## config.mk

```make
export PLATFORM = sky130hd
export DESIGN_NAME = key_debounce_array
export DESIGN_NICKNAME = d
export VERILOG_FILES = /design/src/rtl/key_debounce_array.sv
export SDC_FILE = /design/constraint.sdc
export NUM_CORES = 1
export LEC_CHECK = 0
export ABC_AREA = 1
export CORE_MARGIN = 2
export CORE_UTILIZATION = 25
export DETAILED_ROUTE_END_ITERATION = 12
export PLACE_DENSITY_LB_ADDON = 0.08
export SLEW_MARGIN = 20
export SYNTH_ARGS = -nofsm -noshare
export SYNTH_HDL_FRONTEND = slang
export SYNTH_SLANG_ARGS = --single-unit
```

## constraint.sdc

```tcl
create_clock -name CLK -period 2.8 [get_ports CLK]
set_input_delay 0.84 -clock CLK [delete_from_list [all_inputs] [get_ports CLK]]
set_output_delay 0.84 -clock CLK [all_outputs]
set_load 0.05 [all_outputs]
```

## src/rtl/key_debounce_array.sv

```systemverilog
// -----------------------------------------------------------------------------
// key_debounce_array
//
// Multi-channel key debouncer. Every channel synchronises its raw pin with a
// two-flop synchroniser and runs its own four-state debounce machine. A level
// change is accepted only after the pin has been stable for DB_CYCLES clocks.
// Each channel outputs a debounced level and one-cycle press, release and
// long-press strobes.
//
// Parameters
//   KEY_NUM      number of independent channels (>= 1)
//   DB_CYCLES    stable clocks required to accept a level change (>= 1)
//   LONG_CYCLES  held clocks after press acceptance before Long_Pulse
//                (0 disables long-press detection)
//   IDLE_LEVEL   pin level of a released key (1 = active-low keys)
//
// Ports
//   CLK            in   system clock, rising edge
//   RST_n          in   asynchronous active-low reset
//   Pin_In         in   raw key pins, asynchronous to CLK
//   Key_State      out  debounced level per channel, 1 = pressed
//   Press_Pulse    out  one-cycle strobe on accepted press
//   Release_Pulse  out  one-cycle strobe on accepted release
//   Long_Pulse     out  one-cycle strobe, at most once per accepted press
//
// All outputs are registered and reset to 0.
// -----------------------------------------------------------------------------
module key_debounce_array #(
  parameter int   KEY_NUM     = 4,
  parameter int   DB_CYCLES   = 1_000_000,
  parameter int   LONG_CYCLES = 50_000_000,
  parameter logic IDLE_LEVEL  = 1'b1
) (
  input  logic               CLK,
  input  logic               RST_n,
  input  logic [KEY_NUM-1:0] Pin_In,
  output logic [KEY_NUM-1:0] Key_State,
  output logic [KEY_NUM-1:0] Press_Pulse,
  output logic [KEY_NUM-1:0] Release_Pulse,
  output logic [KEY_NUM-1:0] Long_Pulse
);

  // Counter widths. With long-press disabled the long counter is kept one bit
  // wide so that no zero-width vector is ever declared.
  localparam int DW = $clog2(DB_CYCLES + 1);
  localparam int LW = (LONG_CYCLES > 0) ? $clog2(LONG_CYCLES + 1) : 1;

  localparam bit            LONG_EN   = (LONG_CYCLES != 0);
  localparam logic [DW-1:0] DB_LAST   = DW'(DB_CYCLES - 1);
  localparam logic [LW-1:0] LONG_MAX  = LW'(LONG_CYCLES);
  localparam logic [LW-1:0] LONG_LAST = LW'((LONG_CYCLES > 0) ? LONG_CYCLES - 1 : 0);

  typedef enum logic [1:0] {
    RELEASED     = 2'd0,
    PRESS_WAIT   = 2'd1,
    PRESSED      = 2'd2,
    RELEASE_WAIT = 2'd3
  } key_fsm_e;

  // ---------------------------------------------------------------------------
  // Two-flop synchroniser, reset to the released level so that a key held
  // through reset must requalify through PRESS_WAIT.
  // ---------------------------------------------------------------------------
  logic [KEY_NUM-1:0] sync1_q;
  logic [KEY_NUM-1:0] sync2_q;
  logic [KEY_NUM-1:0] act;

  // NOTE: sequential state uses non-blocking assignments so that every flop
  // samples the pre-edge value of its inputs, whatever the block ordering.
  always_ff @(posedge CLK or negedge RST_n) begin
    if (!RST_n) begin
      sync1_q <= {KEY_NUM{IDLE_LEVEL}};
      sync2_q <= {KEY_NUM{IDLE_LEVEL}};
    end else begin
      sync1_q <= Pin_In;
      sync2_q <= sync1_q;
    end
  end

  // A channel is active when its synchronised pin differs from the idle level.
  assign act = sync2_q ^ {KEY_NUM{IDLE_LEVEL}};

  // ---------------------------------------------------------------------------
  // Per-channel debounce machine
  // ---------------------------------------------------------------------------
  for (genvar g = 0; g < KEY_NUM; g++) begin : g_ch
    key_fsm_e      state_q, state_d;
    logic [DW-1:0] db_q, db_d;
    logic [LW-1:0] long_q, long_d;
    logic          done_q, done_d;
    logic          key_q, key_d;
    logic          press_q, press_d;
    logic          rel_q, rel_d;
    logic          lpulse_q, lpulse_d;

    // NOTE: every signal written here gets a default first, so no path through
    // the case statement can leave one unassigned and infer a latch.
    always_comb begin
      state_d  = state_q;
      db_d     = db_q;
      long_d   = long_q;
      done_d   = done_q;
      press_d  = 1'b0;
      rel_d    = 1'b0;
      lpulse_d = 1'b0;

      // Long timing runs for as long as the key is accepted as held,
      // including release bounces, and saturates at its terminal value.
      if ((state_q == PRESSED || state_q == RELEASE_WAIT) && long_q != LONG_MAX) begin
        long_d = long_q + LW'(1);
      end

      case (state_q)
        RELEASED: begin
          if (act[g]) begin
            state_d = PRESS_WAIT;
            db_d    = '0;
          end
        end
        PRESS_WAIT: begin
          if (!act[g]) begin
            state_d = RELEASED;            // glitch rejected, no pulse
          end else if (db_q == DB_LAST) begin
            state_d = PRESSED;
            press_d = 1'b1;
            long_d  = '0;
            done_d  = 1'b0;
          end else begin
            db_d = db_q + DW'(1);
          end
        end
        PRESSED: begin
          if (!act[g]) begin
            state_d = RELEASE_WAIT;
            db_d    = '0;
          end
        end
        RELEASE_WAIT: begin
          // Returning to PRESSED keeps the long counter, so a release bounce
          // does not restart long-press timing.
          if (act[g]) begin
            state_d = PRESSED;
          end else if (db_q == DB_LAST) begin
            state_d = RELEASED;
            rel_d   = 1'b1;
          end else begin
            db_d = db_q + DW'(1);
          end
        end
        default: begin
          state_d = RELEASED;
        end
      endcase

      // done_q limits the long-press strobe to once per accepted press.
      if (LONG_EN && state_q == PRESSED && long_q == LONG_LAST && !done_q) begin
        lpulse_d = 1'b1;
        done_d   = 1'b1;
      end

      key_d = (state_d == PRESSED) || (state_d == RELEASE_WAIT);
    end

    // NOTE: counters and flags are reset along with the state so that a reset
    // mid-press leaves no stale timing behind; there are no memories here.
    always_ff @(posedge CLK or negedge RST_n) begin
      if (!RST_n) begin
        state_q  <= RELEASED;
        db_q     <= '0;
        long_q   <= '0;
        done_q   <= 1'b0;
        key_q    <= 1'b0;
        press_q  <= 1'b0;
        rel_q    <= 1'b0;
        lpulse_q <= 1'b0;
      end else begin
        state_q  <= state_d;
        db_q     <= db_d;
        long_q   <= long_d;
        done_q   <= done_d;
        key_q    <= key_d;
        press_q  <= press_d;
        rel_q    <= rel_d;
        lpulse_q <= lpulse_d;
      end
    end

    assign Key_State[g]     = key_q;
    assign Press_Pulse[g]   = press_q;
    assign Release_Pulse[g] = rel_q;
    assign Long_Pulse[g]    = lpulse_q;
  end

endmodule
```

# == After elaboration in Yosys (flattened, before gate mapping) ==
# Index checks and enable logic that the tools add are counted.
# Widths: inputs -> output; s select.
# classes
add_sub_neg,8
eq_ne,48
mux,108
bitwise_logic,1
n_reduce_logical,48
# op_table
operator,count
$mux 26,16
$mux 20,20
$pmux 20 s4,4
$add 26x1->26 const B,4
$eq 26x26->1 const B,4
$ne 26x26->1 const B,4
$add 20x1->20 const B,4
$eq 20x20->1 const B,4
$mux 2,24
$mux 1,40
$eq 2x2->1 const B,16
$ne 2x2->1 const B,16
$pmux 2 s4,4
$reduce_bool 2->1,12
$reduce_and 4->1,4
$logic_and 1x1->1,12
$reduce_and 3->1,4
$eq 2x1->1 const B,4
$logic_not 2->1,4
$logic_or 1x1->1,8
$logic_not 1->1,4
$not 4->4,1
# word_totals
ff_bits,220
inputBits,6
out_inout_bits,16
elab_cells,247

# == Depth between registers and ports, before layout ==
# Gate-level depths: netlist (run 1).
# depth
ltp_word,7
depth_mapped,13
ltp_nobuf,12

# == Worst setup path after synthesis (run 1) ==
# No wires, ideal clock.
# synth_path
path_type,register to register
start,register g_ch[0].db_q[0]
end,register g_ch[0].long_q[10]
setup_ns,0.115
arrival_time_ns,1.514
t_required_ns,2.685
path_slack_ns,1.172
stages_incl_launch_ff,10
n_path_buf,1
synth_period_minus_slack_ns,1.628
path_cell_list,dfrtp_1 ha_1 nand3_2 nor2_1 nand2_1 nor2_2 nand2_1 buf_2 nand2_1 nor2_1
# synth_via
elab_chain_len,4
# synth_rtl
element,line_no,text
"start, declared",88,"logic [DW-1:0] db_q, db_d;"
"start signal, assigned",169,db_q <= '0;
"start signal, assigned",178,db_q <= db_d;
$eq 20x20->1,123,end else if (db_q == DB_LAST) begin
$mux 26,123,
$mux 26,121,if (!act[g]) begin
$mux 26,113,case (state_q)
via g_ch[0].long_d[10],89,"logic [LW-1:0] long_q, long_d;"
"end signal, assigned",179,long_q <= long_d;
"end, declared",89,
# The timed path passes the listed nets, and every way through them passes these cells.
# A chain may end at the register's enable or synchronous reset.

# == Worst setup path after layout (run 1) ==
# layout_path
start,register g_ch[0].lpulse_q
end,output Long_Pulse[0]
# layout_lines
element,line_no,text
"start, declared",94,"logic lpulse_q, lpulse_d;"
"start signal, assigned",184,lpulse_q <= lpulse_d;
"end, declared",40,output logic [KEY_NUM-1:0] Long_Pulse
# No word-level cell between the ends.

==> Flow_metrics.wiki, run 1 <==
{| class="wikitable"
! Metric !! Value
|-
| Run status || complete, no violations
|-
| Max-slew violation count || 0
|-
| Num CTS Buffers || 30
|-
| Final antenna-violating net count || 0
|-
| Detailed-route DRC error count || 0
|-
| Most frequent cells in the layout || sky130_fd_sc_hd__nand2_1, sky130_fd_sc_hd__nor2_1, sky130_fd_sc_hd__inv_1
|-
| Post-synth cell types || 44
|-
| Worst setup timing slack at the placement stage || 657 ps
|-
| Top flip-flop cell by instance count after synthesis || sky130_fd_sc_hd__dfrtp_1
|-
| Number of buffers added on ports || 21
|-
| Min-Delay Path Class || input port to asynchronous set/reset pin
|-
| Combinational family with the most area after synthesis || simple AND/OR/NAND/NOR gates
|-
| Iteration-0 DRC Markers || 730
|-
| Multiplexer area fraction after synthesis || 0
|-
| Worst-path fanout max || 1
|-
| Instance count of the mapped netlist || 2,160
|-
| Launching element type of the critical path || register
|-
| Routed length per instance || 13.8 um
|-
| Clock latency on the worst-skew pair || between 500 and 600 ps
|-
| Number of resized instances in the post-cts repair step || 0
|-
| Max Clock Freq || 0.392 GHz
|-
| Number of flops mapped to enable cells by yosys || 0
|-
| Mean instance size in the synthesized netlist || 6.80 um^2
|-
| Share of synthesized area occupied by flip-flops and latches || 0.376
|-
| H-tree lvl count || 1
|-
| Area fraction in compound gates after synthesis || 0.0766
|-
| CP required || 1960 ps
|-
| Ys Warns || 0
|-
| Cell row count || around 90
|-
| Post-synthesis instance area || 14,700 um^2
|-
| Total congestion overflow || 0
|-
| Period minus WS final || 2550 ps
|-
| Cell at the root of the clock tree || sky130_fd_sc_hd__clkbuf_16
|-
| Area enclosed by the die boundary || 60,700 um^2
|-
| Total via count in the routed design || 13,400
|-
| Initial core utilization || 0.253
|-
| Worst setup skew after layout || roughly 9.2 ps
|-
| Post-layout util || 0.287
|-
| Top Ports || 22
|-
| Kind of end point of the critical path || output port
|-
| Number of antenna violations at the first check in global routing || 0
|-
| Worst Path Arrival || 1710 ps
|-
| Static power due to leakage || 6.94 nW
|-
| Final setup violation count || 0
|-
| Global-route usage over all layers || 0.137
|-
| Worst path max stage delay || 800 ps
|-
| TritonCTS Sinks || 220
|-
| Number of nets in the final layout || 2,181
|-
| Final Hold Vio Count || 0
|-
| Hold-fix buffers at CTS || 0
|-
| Total wirelength of the detailed-routed design || about 40,000 um
|-
| Cell types with the largest area share after synthesis || sky130_fd_sc_hd__dfrtp_1, sky130_fd_sc_hd__nand2_1, sky130_fd_sc_hd__nor2_1
|-
| Number of global-route vias before repair || 13,200
|-
| Final setup TNS || 0 ps
|-
| Synth Area in XOR/XNOR || 0.0179
|-
| Via/cell ratio || 4.53
|-
| Final Cycle Share || 0.911
|-
| Post-synth top area cell || sky130_fd_sc_hd__dfrtp_1
|-
| Slew at the pin with the worst max-slew slack || 736 ps
|-
| Total of flip-flops plus latches after synthesis || 220
|-
| Area of the core || 57,900 um^2
|-
| Slowest cell on the critical path || sky130_fd_sc_hd__clkdlybuf4s50_1
|-
| Total power || 7.72 mW
|-
| Synthesis-to-finish area growth || 13.4%
|-
| Setup repair after global routing missed its margin || no
|-
| Maximum number of pins on one net before global-route repair || between 50 and 60
|-
| Crit path max-delay family || buffers and inverters
|-
| Smallest setup slack after layout || 250 ps
|-
| Clock-pin transition on the worst setup and hold timing paths || 60 ps
|-
| Max-Slew Margin vs Limit || 0.509
|-
| Fraction of layout cells with a size suffix above 1 || 0.0865
|-
| Post-detailed-placement cell area || 15,500 um^2
|-
| Global placement routability congestion || about 0.84
|-
| Total setup buffers inserted after CTS || 0
|-
| Die extent in x || 246 um
|-
| Post-Synth Simple-Gate Area || 0.426
|-
| Worst vdd ir || 0.000446 V
|-
| Post-synth top area share || 0.361
|-
| Proportion of register bits with asynchronous set or reset after synthesis || 1.00
|-
| Global-route wire length before repair || 69,100 um
|-
| First-pass iteration count of the detailed router || 5
|-
| TritonCTS clock tree || built
|-
| Adder-cell share of the synthesized area || 0.0102
|-
| Detailed-placement wirelength estimate || 29,500 um
|-
| Count of inserted antenna diode cells || 0
|-
| Net count after synthesis || 2,178
|-
| Setup CP Type || register to output port
|-
| Number of violations of the max-capacitance limit || 0
|-
| Crit-path cells || clkdlybuf4s50_1
|-
| Power density over cell area || 464 nW/um^2
|-
| Die outline height || 246 um
|-
| Most common cell after layout, fill and taps aside || sky130_fd_sc_hd__nand2_1
|-
| Clock Tree Buf Depth || 3
|-
| Worst Path Buf+Inv || 1
|-
| Post-layout instance area || 16,600 um^2
|}
==> registers in the layout (all words and copies together), names as in the netlist <==
| signal | flops |
|---|---|
| g_ch.done_q | 4 |
| g_ch.long_q | 104 |
| g_ch.state_q | 8 |
| sync1_q | 4 |
| g_ch.press_q | 4 |
| g_ch.lpulse_q | 4 |
| g_ch.db_q | 80 |
| g_ch.rel_q | 4 |
| g_ch.key_q | 4 |
| sync2_q | 4 |
==> worst paths after layout <==
kind                       cells past startpoint                  to        startpoint  slack, ps
max reg2reg                                    6   g_ch[2].long_q[9]   g_ch[2].db_q[0]        710
max                                            1       Long_Pulse[0]  g_ch[0].lpulse_q        250
min                                            1  g_ch[2].long_q[20]             RST_n        200
max in group asynchronous                      2  g_ch[0].long_q[18]             RST_n       1880
min in group CLK                               0          sync2_q[1]        sync1_q[1]        360
min reg2reg                                    0          sync2_q[1]        sync1_q[1]        360
==> cells by family after synthesis <==
| logic type | count (synthesis) |
|---|---|
| AND/OR/NAND/NOR | 1394 |
| AO/OA/AOI/OAI | 200 |
| XOR/XNOR | 30 |
| adder cells (fa/ha/maj) | 12 |
| buffers and inverters | 304 |
| flip-flops | 220 |
==> Yosys cell counts (10+ instances only) <==
cell type                  instances
sky130_fd_sc_hd__nor3_1           51
sky130_fd_sc_hd__buf_2            20
sky130_fd_sc_hd__dfrtp_1         212
sky130_fd_sc_hd__nand4_1          93
sky130_fd_sc_hd__or2_2            14
sky130_fd_sc_hd__o21ai_1          23
sky130_fd_sc_hd__o21ai_0          93
sky130_fd_sc_hd__ha_1             12
sky130_fd_sc_hd__a21oi_1          43
sky130_fd_sc_hd__nor2_1          318
sky130_fd_sc_hd__inv_1           228
sky130_fd_sc_hd__xor2_1           26
sky130_fd_sc_hd__nand3b_1         20
sky130_fd_sc_hd__nor2_4           12
sky130_fd_sc_hd__buf_4            25
sky130_fd_sc_hd__nor2_2           22
sky130_fd_sc_hd__o31ai_1          10
sky130_fd_sc_hd__a21oi_2          11
sky130_fd_sc_hd__nand2_1         647
sky130_fd_sc_hd__nand3_1         173
sky130_fd_sc_hd__nand2_2          12
==> layer usage <==
| layer | global-route usage | wire length, um |
|---|---|---|
| met1 | 0.189 | 20200 |
| met4 | 0.0340 | 733 |
| met3 | 0.0176 | 1260 |
| met5 | 0 | 0 |
| met2 | 0.227 | 18500 |
==> final cells by class <==
class	instances	area, um^2
flip-flops and latches	220	5520
clock buffers	41	873
multi-input cells	1636	7790
repair buffers	35	370
inverters	240	908
fillers	6451	41300
clock inverters	14	220
well taps	765	957
==> stage by stage <==
stage / std cells / hold slack, ps
after floorplan: 2160 / 345
after global routing: 2951 / 216
after CTS: 2951 / 192
after global placement: 2896 / 346
after detailed placement: 2896 / 349
final: 2951 / 203
==> power breakdown <==
part           switching, mW  total, mW  internal, mW  leakage [nW]
logic                  0.164      0.219        0.0550          3.37
clock network           1.54       4.25          2.71         0.546
registers             0.0349       3.25          3.21          3.03
(Power assumes the default switching activity.)
==> inputs of run 2 (changes only) <==
PLACE_DENSITY = 0.4   (was unset)
PLACE_DENSITY_LB_ADDON = unset   (was 0.08)
==> Flow_metrics.wiki, run 2 (same netlist as run 1, synthesis figures left out) <==
{| class="wikitable"
! Metric !! Value
|-
| Number of antenna violations at the first check in global routing || 0
|-
| Power density over cell area || 449 nW/um^2
|-
| Clock latency on the worst-skew pair || 590 ps
|-
| First-pass iteration count of the detailed router || 5
|-
| Register name with the most flops || g_ch.long_q
|-
| CP required || 1960 ps
|-
| Slack of the worst reg-to-reg path || 720 ps
|-
| Clock-pin transition on the worst setup and hold timing paths || 60 ps
|-
| Setup repair after global routing missed its margin || no
|-
| Slew at the pin with the worst max-slew slack || 801 ps
|-
| Biggest regs || g_ch.long_q (104), g_ch.db_q (80), g_ch.state_q (8)
|-
| Num CTS Buffers || 30
|-
| TritonCTS Sinks || 220
|-
| Filler Cell Count || 6,502
|-
| Max-slew violation count || 0
|-
| End point of the critical path || Release_Pulse[0]
|-
| Setup CP Type || register to output port
|-
| Total congestion overflow || 0
|-
| Clock Tree Buf Depth || 3
|-
| Final setup TNS || 0 ps
|-
| Die extent in x || 246 um
|-
| Post-detailed-placement cell area || 15,600 um^2
|-
| Hold-fix buffers at CTS || 0
|-
| Critical path depth || 1
|-
| Area enclosed by the die boundary || between 60,000 and 70,000 um^2
|-
| Run status || complete, no violations
|-
| Final Cycle Share || 0.911
|-
| H-tree lvl count || 1
|-
| Worst setup skew after layout || 23.8 ps
|-
| Number of resized instances in the post-cts repair step || 0
|-
| Cell at the root of the clock tree || sky130_fd_sc_hd__clkbuf_16
|-
| Die outline height || 246 um
|-
| Total power || roughly 7.5 mW
|-
| Worst setup path startpoint || g_ch[0].rel_q
|-
| Detailed-placement wirelength estimate || 29,100 um
|-
| TritonCTS clock tree || built
|-
| Worst path max stage delay || approximately 800 ps
|-
| Worst Path Buf+Inv || 1
|-
| Total wirelength of the detailed-routed design || 39,600 um
|-
| Number of buffers added on ports || 21
|-
| Post-layout instance area || around 17,000 um^2
|-
| Final setup violation count || 0
|-
| Iteration-0 DRC Markers || 595
|-
| Detailed-route DRC error count || 0
|-
| Flip-flop count of the largest register after layout || ~100
|-
| Routed length per instance || 13.4 um
|-
| Final antenna-violating net count || 0
|-
| Final Non-Filler Cells || 2,953
|-
| Launching element type of the critical path || register
|-
| Number of global-route vias before repair || 13,100
|-
| Worst R2R Start || g_ch[0].db_q[0]
|-
| Worst Path Arrival || 1710 ps
|-
| Final Hold Vio Count || 0
|-
| Top Ports || 22
|-
| Fraction of layout cells with a size suffix above 1 || 0.0882
|-
| Most common cell after layout, fill and taps aside || sky130_fd_sc_hd__nand2_1
|-
| Worst vdd ir || 0.000443 V
|-
| Post-layout util || 0.287
|-
| Global placement routability congestion || 0.836
|-
| Capture point of the worst reg-to-reg path || g_ch[0].done_q
|-
| Slowest cell on the critical path || sky130_fd_sc_hd__clkdlybuf4s50_1
|-
| Kind of end point of the critical path || output port
|-
| Maximum number of pins on one net before global-route repair || 65
|-
| Max-Slew Margin vs Limit || 0.465
|-
| Global-route usage over all layers || 0.132
|-
| Post-Route Hold Slack || 249 ps
|-
| Synthesis-to-finish area growth || 13.3%
|-
| Area of the core || 57,900 um^2
|-
| Period minus WS final || 2550 ps
|-
| Number of violations of the max-capacitance limit || 0
|-
| Smallest setup slack after layout || 248 ps
|-
| Min-Delay Path Class || input port to asynchronous set/reset pin
|-
| Most frequent cells in the layout || sky130_fd_sc_hd__nand2_1, sky130_fd_sc_hd__nor2_1, sky130_fd_sc_hd__inv_1
|-
| Static power due to leakage || 6.92 nW
|-
| Cell total after placement || 2,897
|-
| Max Clock Freq || approximately 0.39 GHz
|-
| Number of nets in the final layout || 2,182
|-
| R2R cell count || 7
|-
| Worst setup timing slack at the placement stage || 649 ps
|-
| Total setup buffers inserted after CTS || 0
|-
| Count of inserted antenna diode cells || 0
|-
| Crit path max-delay family || buffers and inverters
|-
| Crit-path cells || clkdlybuf4s50_1
|-
| Worst-path fanout max || 1
|-
| Initial core utilization || 0.253
|-
| Cell row count || 88
|-
| Global-route wire length before repair || ~67,000 um
|-
| Total via count in the routed design || approximately 13,000
|-
| Via/cell ratio || 4.56
|}
[run 2: area by class of cell]
class	count	area [um^2]	share of cell area
multi-input cells	1636	7790	0.468
flip-flops and latches	220	5520	0.332
well taps	765	957	0.0575
inverters	240	908	0.0546
clock buffers	36	813	0.0489
repair buffers	36	415	0.0250
clock inverters	20	234	0.0141
[run 2: per-layer routing]
| layer | vias to the layer above | track usage | wire length [um] |
|---|---|---|---|
| li1 | 6963 | - | - |
| met1 | 6242 | 0.177 | 19200 |
| met2 | 197 | 0.223 | 18100 |
| met3 | 52 | 0.0183 | 1460 |
| met4 | 0 | 0.0356 | 781 |
| met5 | - | 0 | 0 |
[run 2: how the worst min path moves through the flow]
stage                                    end  slack, ps  depth (start not counted)
after floorplan                   sync2_q[0]        350                          0
after global placement            sync2_q[3]        350                          0
after detailed placement          sync2_q[3]        350                          0
after CTS                 g_ch[2].long_q[12]        250                          1
after global routing      g_ch[2].long_q[12]        270                          1
final                          g_ch[2].key_q        250                          1
[run 2: power by group]
part	switching [mW]	leakage [nW]	total, mW	internal (mW)
Sequential	0.0363	3.03	3.25	3.21
Clock	1.55	0.512	3.99	2.44
Combinational	0.163	3.38	0.225	0.0622
==> inputs of run 3 (changes only) <==
CORE_ASPECT_RATIO = 1.1   (was unset)
CORE_UTILIZATION = 55   (was 25)
PLACE_DENSITY = 0.72   (was 0.4)
==> Flow_metrics.wiki, run 3 (same netlist as run 1, synthesis figures left out) <==
{| class="wikitable"
! Metric !! Value
|-
| Biggest regs || g_ch.long_q (104), g_ch.db_q (80), g_ch.state_q (8)
|-
| Number of buffers added on ports || 21
|-
| Number of global-route vias before repair || 13,000
|-
| TritonCTS Sinks || 220
|-
| Area enclosed by the die boundary || 28,000 um^2
|-
| Crit-path cells || clkdlybuf4s50_1
|-
| Number of antenna violations at the first check in global routing || 0
|-
| TritonCTS clock tree || built
|-
| Worst setup skew after layout || 14.2 ps
|-
| Worst path max stage delay || 800 ps
|-
| Die outline height || 175 um
|-
| Number of violations of the max-capacitance limit || 0
|-
| Setup CP Type || register to output port
|-
| Kind of end point of the critical path || output port
|-
| Post-layout instance area || 15,900 um^2
|-
| Clock latency on the worst-skew pair || ~530 ps
|-
| Power density over cell area || 435 nW/um^2
|-
| Via/cell ratio || between 5 and 6
|-
| R2R cell count || 8
|-
| Met2 Routed Length || around 16,000 um
|-
| Final Cycle Share || 0.893
|-
| Synthesis-to-finish area growth || 8.06%
|-
| Routed met1 length || about 16,000 um
|-
| Critical path depth || 1
|-
| Top sig layer || met4
|-
| First-pass iteration count of the detailed router || 6
|-
| Setup repair after global routing missed its margin || no
|-
| Number of resized instances in the post-cts repair step || 0
|-
| Routed wl met3 || 1560 um
|-
| Min-Delay Path Class || input port to asynchronous set/reset pin
|-
| Global-route wire length before repair || between 50,000 and 60,000 um
|-
| Most frequent cells in the layout || sky130_fd_sc_hd__nand2_1, sky130_fd_sc_hd__nor2_1, sky130_fd_sc_hd__inv_1
|-
| Storage element area || approximately 5500 um^2
|-
| Iteration-0 DRC Markers || around 1,100
|-
| Top Ports || 22
|-
| Number of nets in the final layout || 2,173
|-
| Fraction of layout cells with a size suffix above 1 || 0.0823
|-
| Period minus WS final || 2500 ps
|-
| Global placement routability congestion || 0.974
|-
| Total power || 6.89 mW
|-
| Post-Route Hold Slack || 225 ps
|-
| Maximum number of pins on one net before global-route repair || 57
|-
| Final Hold Vio Count || 0
|-
| Detailed-placement wirelength estimate || 24,500 um
|-
| Worst Path Buf+Inv || 1
|-
| Clock-pin transition on the worst setup and hold timing paths || 60 ps
|-
| Slack of the worst reg-to-reg path || 700 ps
|-
| Launching element type of the critical path || register
|-
| Global-route usage over all layers || 0.248
|-
| Final setup TNS || 0 ps
|-
| Num CTS Buffers || 26
|-
| Crit path max-delay family || buffers and inverters
|-
| Max-slew violation count || 0
|-
| Slew at the pin with the worst max-slew slack || 722 ps
|-
| Worst-path fanout max || 1
|-
| Final setup violation count || 0
|-
| Capture point of the worst reg-to-reg path || g_ch[3].db_q[14]
|-
| Post-detailed-placement cell area || 15,000 um^2
|-
| Flip-flop count of the largest register after layout || 104
|-
| Worst Path Arrival || 1660 ps
|-
| Final antenna-violating net count || 0
|-
| Die extent in x || 160 um
|-
| Count of inserted antenna diode cells || 0
|-
| Most common cell after layout, fill and taps aside || sky130_fd_sc_hd__nand2_1
|-
| Register name with the most flops || g_ch.long_q
|-
| Static power due to leakage || 6.79 nW
|-
| Cell at the root of the clock tree || sky130_fd_sc_hd__clkbuf_16
|-
| Worst R2R Start || g_ch[3].db_q[0]
|-
| Filler Cell Count || ~2,500
|-
| Detailed-route DRC error count || 0
|-
| Run status || complete, no violations
|-
| Slowest cell on the critical path || sky130_fd_sc_hd__clkdlybuf4s50_1
|-
| Total setup buffers inserted after CTS || 0
|-
| Routed length per instance || 13.5 um
|-
| H-tree lvl count || 1
|-
| CP required || 1960 ps
|-
| Worst vdd ir || 0.000756 V
|-
| Hold-fix buffers at CTS || 0
|-
| Initial core utilization || 0.561
|-
| Total via count in the routed design || approximately 14,000
|-
| Max-Slew Margin vs Limit || 0.518
|-
| Total wirelength of the detailed-routed design || 34,100 um
|-
| Area of the core || roughly 26,000 um^2
|-
| Total congestion overflow || 0
|-
| Multi-input logic area || ~7800 um^2
|-
| Cell row count || 62
|-
| Clock Tree Buf Depth || 3
|-
| Max Clock Freq || 0.400 GHz
|}
run 3: cell types whose count changed in the layout (fill, tap and decap cells not counted), sizes merged:
cell / previous run / this run
clkinv: 13 / 7
buf: 16 / 11
bufinv: 4 / 2
clkbuf: 36 / 35
clkinvlp: 3 / 4
run 3: how the worst max path moves through the flow:
stage	slack, ps	end	startpoint
after detailed placement	720	g_ch[3].db_q[14]	g_ch[3].db_q[0]
after CTS	280	Key_State[0]	g_ch[0].key_q
after global placement	780	g_ch[3].db_q[14]	g_ch[3].db_q[0]
final	300	Key_State[0]	g_ch[0].key_q
after global routing	240	Release_Pulse[0]	g_ch[0].rel_q
after floorplan	1170	g_ch[0].long_q[10]	g_ch[0].db_q[0]
run 3: final cells by class:
| type | count | area share |
|---|---|---|
| Clock buffer | 35 | 0.0476 |
| Clock inverter | 13 | 0.00836 |
| Inverter | 240 | 0.0573 |
| Multi-Input combinational cell | 1636 | 0.491 |
| Sequential cell | 220 | 0.348 |
| Tap cell | 352 | 0.0278 |
| Timing Repair Buffer | 31 | 0.0199 |
run 3: power breakdown:
part	total (mW)	leakage (nW)	switching (mW)	internal (mW)
Sequential	3.26	3.03	0.0421	3.21
Clock	3.44	0.429	1.36	2.08
Combinational	0.200	3.34	0.150	0.0498
Total	6.89	6.79	1.55	5.34
run 3: stage by stage:
step | instances | setup WS (ps) | utilization
after floorplan | 2160 | 1170 | -
after global placement | 2479 | 777 | 0.573
after detailed placement | 2479 | 724 | 0.573
after CTS | 2527 | 275 | 0.607
after global routing | 2527 | 241 | 0.607
final | 2527 | 299 | 0.607
run 3: layer usage:
layer | up-vias | GRT usage
met4 | 0 | 0.0739
met2 | 326 | 0.427
met1 | 6362 | 0.329
li1 | 6960 | -
met5 | - | 0
met3 | 74 | 0.0307
